==> src/rtl/rate_divider_enable.sv <==
// Rate divider producing a one-cycle enable pulse every L(sel)+1 clock cycles.
// Optional heartbeat LED toggle register is built only when RATE_TICK_LED_EN is defined.
module rate_divider_enable #(
  parameter int unsigned CLK_HZ = 50_000_000,
  parameter int unsigned WIDTH  = 28
) (
  input  logic             clk,
  input  logic             clear,
  input  logic             run,
  input  logic [1:0]       sel,
  output logic             enable_out,
  output logic [WIDTH-1:0] count_q,
  output logic             tick_led
);

  // Reload values, computed at 64 bits before narrowing so nothing wraps early.
  localparam logic [WIDTH-1:0] LOAD_00 = '0;
  localparam logic [WIDTH-1:0] LOAD_01 = WIDTH'(64'(CLK_HZ) - 64'd1);
  localparam logic [WIDTH-1:0] LOAD_10 = WIDTH'(64'(CLK_HZ) * 64'd2 - 64'd1);
  localparam logic [WIDTH-1:0] LOAD_11 = WIDTH'(64'(CLK_HZ) * 64'd4 - 64'd1);

  logic [1:0]       sel_q;
  logic [1:0]       sel_d;
  logic [WIDTH-1:0] count_d;
  logic             enable_q;
  logic             enable_d;

  function automatic logic [WIDTH-1:0] load_of(input logic [1:0] s);
    logic [WIDTH-1:0] l;
    case (s)
      2'b00:   l = LOAD_00;
      2'b01:   l = LOAD_01;
      2'b10:   l = LOAD_10;
      default: l = LOAD_11;
    endcase
    return l;
  endfunction

  // Rate change beats pause, pause beats countdown; a change never pulses.
  always_comb begin
    sel_d    = sel_q;
    count_d  = count_q;
    enable_d = 1'b0;
    if (sel != sel_q) begin
      sel_d   = sel;
      count_d = load_of(sel);
    end else if (run) begin
      if (count_q == '0) begin
        enable_d = 1'b1;
        count_d  = load_of(sel_q);
      end else begin
        count_d = count_q - WIDTH'(1);
      end
    end
  end

  always_ff @(posedge clk or posedge clear) begin
    if (clear) begin
      sel_q    <= 2'b00;
      count_q  <= '0;
      enable_q <= 1'b0;
    end else begin
      sel_q    <= sel_d;
      count_q  <= count_d;
      enable_q <= enable_d;
    end
  end

  assign enable_out = enable_q;

`ifdef RATE_TICK_LED_EN
  logic tick_q;

  // Toggles on every pulse, giving a half-rate square wave.
  always_ff @(posedge clk or posedge clear) begin
    if (clear) begin
      tick_q <= 1'b0;
    end else if (enable_d) begin
      tick_q <= ~tick_q;
    end
  end

  assign tick_led = tick_q;
`else
  assign tick_led = 1'b0;
`endif

endmodule

==> config.mk <==
export PLATFORM = sky130hd
export DESIGN_NAME = rate_divider_enable
export DESIGN_NICKNAME = d
export VERILOG_FILES = /design/src/rtl/rate_divider_enable.sv
export SDC_FILE = /design/constraint.sdc
export NUM_CORES = 1
export LEC_CHECK = 0
export ABC_AREA = 1
export BUFFER_PORTS_ARGS = -buffer_cell sky130_fd_sc_hd__buf_4
export CORE_MARGIN = 5
export CORE_UTILIZATION = 29
export CTS_CLUSTER_DIAMETER = 30
export DETAILED_ROUTE_END_ITERATION = 6
export PLACE_DENSITY = 0.56
export SETUP_SLACK_MARGIN = 0.05
export SLEW_MARGIN = 20
export SYNTH_ARGS = -nofsm -noshare
export SYNTH_HDL_FRONTEND = slang
export SYNTH_SLANG_ARGS = --single-unit
==> constraint.sdc <==
create_clock -name clk -period 1.6 [get_ports clk]
set_input_delay 0.48 -clock clk [delete_from_list [all_inputs] [get_ports clk]]
set_output_delay 0.48 -clock clk [all_outputs]
set_load 0.005 [all_outputs]
### Word level (Yosys, flattened, before mapping)

Index checks and enable logic that the tools add are counted.

* muxes and demuxes: 8
* equal/unequal tests: 5
* add/sub/neg operators: 1
* reduce and logical (&&, ||, !) cells: 4

Operator list (count)
* 28-bit one-hot mux with 3 select lines: 2
* 28-bit 2-to-1 mux: 3
* 28-bit zero test: 1
* 28-bit by 1-bit subtractor with 28-bit output, second input constant: 1
* 2-bit by 1-bit equality test with 1-bit output, second input constant: 2
* 2-bit equality test, second input constant: 2
* 2-bit zero test: 2
* 1-bit 2-to-1 mux: 3
* 2-bit != test: 1
* 2-bit nonzero test: 1

* bits in registers: 31
* input bits: 5
* word-level logic and storage cells: 21

### Depth between registers and ports, before layout

* word-level depth: 5
* mapped depth: 12
* gate-level depth less buffers: 12

### Worst setup path after synthesis

OpenSTA, ideal clock, no wires.

* kind: reg2reg
* start: register count_q[0]
* end: register count_q[10]
* cell stages (with the launch flop): 11
* arrival time: 1.487 ns
* path buffers: 1
* data required time: 1.477 ns
* period minus slack after synthesis: 1.610 ns
* setup slack: -0.010 ns
* path through: dfrtp_1 -> inv_1 -> ha_1 -> nand2_1 -> nor2_2 -> nand2_2 -> nor2_8 -> nor2_4 -> buf_6 -> nor2_1 -> nor2_1

* word-level cells in the longest chain between the ends: 4
* elaborated cells between the ends (all ways): 5
* classes of those cells: add/sub: 1; mux: 3; reduce/logical: 1

Ends and longest elaborated chain
* start, declared: line 12 `output logic [WIDTH-1:0] count_q,`
* start signal, assigned: line 64 `count_q <= count_d;`
* 28-bit by 1-bit subtractor with 28-bit output or 28-bit zero test (tied branches): line 52, 48
* 28-bit 2-to-1 mux *: line 48 `if (count_q == '0) begin`
* 28-bit 2-to-1 mux *: line 47 `end else if (run) begin`
* 28-bit 2-to-1 mux *: line 44 `if (sel != sel_q) begin`

Every way passes the cells marked *; elsewhere a longest branch is shown, timed or not. The select of a mux whose other input is x is not followed.
A chain may end at the register's enable or synchronous reset.

### Worst setup path after layout

* start: register count_q[8]
* end: register count_q[13]

The elaborated chain is that of the path after synthesis.

==> run summary <==
Internal power -> 0.00215 W
Final HPWL DP -> 6.23 mm
Sw frac -> 0.369
Routed wire per std cell -> 14.2 µm
Largest net degree at the start of global routing -> 32
Area Growth Syn to Fin -> 75.7%
DR DRC count -> 0
FMAX -> 584 MHz
Die Ht -> 102 µm
Minimum clock period after layout -> 1710 ps
Vias per Instance -> 4.64
GR Layer Usage met1 -> 0.209
H-Tree Depth -> 2
Worst Path Arrival -> 1900 ps
Pre-antenna DRT Iters -> 4
PortBufs -> 33
Crit share post-route -> 1.07
Crit path max-delay family -> simple AND/OR/NAND/NOR gates
Switching pwr -> 0.00126 W
Clk Latency, worst-skew pair -> 300 ps
R2R Setup Slk -> -110 ps
Critical Path, Cell by Cell -> nor2_2 > nand2_2 > nor2_8 > buf_4 > buf_4 > and2_1 > nand2_2 > buf_4 > nand3_1 > a21oi_2
Slowest stage cell, crit path -> dfrtp_1
RSZ-0062 raised after global routing -> true
Critical Path End Type -> register
Routed wire length -> 8.68 mm
Final nets -> 519
Setup Skew -> 4.64 ps
Setup CP Type -> register to register
Max cap viols -> 0
Placed cell area -> 3430 µm²
Global routing's busiest layer -> met2
Pwr dens -> 795 nW/µm²
Die Wd -> 102 µm
Critical path required time -> 1790 ps
Levels on crit path -> 10
Final Setup Violations -> 27
Max Root-Sink Buffers -> 2
Total GRT Usage -> 0.169
1st-iter DRT viols -> 154
Clk slew on worst S/H paths -> 70 ps
Initial antenna violation count -> 0
Failing checks -> setup timing
Io pins -> 35
GPL Wtd Cong -> 0.919
Hold Path Class -> input pin to asynchronous set/reset pin
Leakage -> 2.10 nW
Total number of vias -> 2832
Total CTS buffers -> 5
# rows -> 33
Synth unique cells -> 29
First-pass GRT wire length -> 13.7 mm
Antenna Nets Post-Route -> 0
Core ar. -> 8220 µm²
Final Hold Vio Count -> 0
Sum Neg Setup Slack -> -1940 ps
Design Area, Final -> 4290 µm²
Hold slack -> 272 ps
Met2 Usage GRT -> 0.293
TritonCTS clock tree -> built
Reg power frac -> 0.299
Setup ws final -> -113 ps
Met3 Usage GRT -> 0.0310
CP max FO -> 4
Die area -> 10400 µm²
Crit path top cell by count -> buf_4
Worst setup SP type -> register
Status -> finished with violations
Initial Util -> 0.297
Diode count -> 0
VDD IR max -> 0.451 mV
GRT overflow -> 0
Root buf cell -> clkbuf_8
Post-synthesis cell area -> 2440 µm²
Yosys reg bits -> 31
Sequential area share after synthesis -> 0.318
FF-to-FF path depth -> 10
Buffers & Inverters on Critical Path -> 3
Share of cells above drive strength 1 -> 0.564
Post-CTS Hold Buffers -> 0
Mapped Avg Cell Area -> 6.96 µm²
Slowest Stage Delay on Critical Path -> 430 ps
CTS sink count -> 31
Number of global-route vias before repair -> 2897
Comb power frac -> 0.490
Clk pwr share -> 0.211
Synth warn -> 0
Slew Viols, Final -> 0
Syn Inst Count -> 351
Syn_nets -> 366
## final timing paths
check,from,to
min in group clk,sel[0],sel_q[0]$_DFFE_PP0P_
max in group asynchronous,clear,count_q[25]$_DFFE_PP0P_
worst max-delay path,count_q[8]$_DFFE_PP0P_,count_q[13]$_DFFE_PP0P_
worst min-delay path,clear,count_q[7]$_DFFE_PP0P_
worst max register to register,count_q[8]$_DFFE_PP0P_,count_q[13]$_DFFE_PP0P_
worst min register to register,count_q[1]$_DFFE_PP0P_,count_q[1]$_DFFE_PP0P_
## Yosys cell counts
master / n / area (µm²)
nor2_8: 2 / 40.0
buf_6: 2 / 22.5
xnor2_1: 8 / 70.1
nor3_1: 4 / 20.0
nand3_1: 28 / 140
inv_4: 1 / 6.26
clkbuf_1: 2 / 7.51
a21o_1: 1 / 7.51
xor2_1: 7 / 61.3
nand3b_4: 1 / 20.0
dfrtp_1: 31 / 776
nand4_1: 5 / 31.3
nand2_1: 82 / 308
a21oi_1: 14 / 70.1
nor2_1: 68 / 255
a21oi_2: 10 / 87.6
or2_2: 3 / 18.8
nand2_4: 1 / 11.3
and2_1: 2 / 12.5
nor2_2: 10 / 62.6
conb_1: 1 / 3.75
ha_1: 10 / 125
buf_2: 2 / 10.0
nand2_2: 5 / 31.3
o21ai_0: 9 / 45.0
inv_2: 1 / 3.75
nor2_4: 4 / 45.0
inv_1: 34 / 128
buf_4: 3 / 22.5
## cell families (layout without fill, tap and decap cells)
group                    after synthesis  in the layout  synth area share
AND/OR/NAND/NOR                      215            215             0.408
buffers and inverters                 45            199            0.0820
XOR/XNOR                              15             15            0.0538
flip-flops                            31             31             0.318
other                                  1              1           0.00154
adder cells (fa/ha/maj)               10             10            0.0512
AO/OA/AOI/OAI                         34             34            0.0861
## state kept, by name (all words and copies together), names as in the netlist
name        cells
count_q        28
enable_out      1
sel_q           2
## tightest hold or removal path: cells and delay by family
kind | cells | cell delay (ps)
buffers and inverters | 3 | 520
## repair_timing
item,in CTS,in global routing
pin swaps,37,32
resized for setup,70,72
setup endpoints to repair,30,34
setup buffers,28,11
## layout by cell type (no fill, tap or decap), types with 19 or more instances in the layout
cell type	count
buf_4	120
nand2_1	58
nor2_1	44
buf_6	32
dfrtp_1	31
nand2_2	25
inv_1	24
nor2_4	19
nor2_2	19
a21oi_2	19
## metrics by stage
step	worst slack [ps]	power [W]	util	cells
after global routing	-219	0.00362	0.522	610
after global placement	-417	0.00230	0.418	568
after detailed placement	-478	0.00232	0.418	568
final	-113	0.00341	0.522	610
after CTS	-105	0.00326	0.487	602
after floorplan	39.5	0.00160	-	351
## power by group through the flow
stage          Sequential, W  Clock (W)  Combinational, W
4_1_cts              0.00100   0.000734           0.00152
5_1_grt              0.00103   0.000767           0.00182
3_5_place_dp         0.00101          0           0.00131
3_3_place_gp         0.00101          0           0.00129
2_1_floorplan        0.00107          0          0.000527
6_report             0.00102   0.000721           0.00167
## area by class of cell
class	instances	area (µm²)
clock buffers	8	100
fillers	770	3930
inverters	36	140
multi-input cells	275	1820
flip-flops and latches	31	776
well taps	105	131
repair buffers	155	1320
## metal layers
layer	vias to the layer above	wire length, µm
li1	1401	-
met2	63	4470
met5	-	0
met3	20	390
met4	0	238
met1	1348	3580
Note: power is estimated with default switching activity, not from simulation.
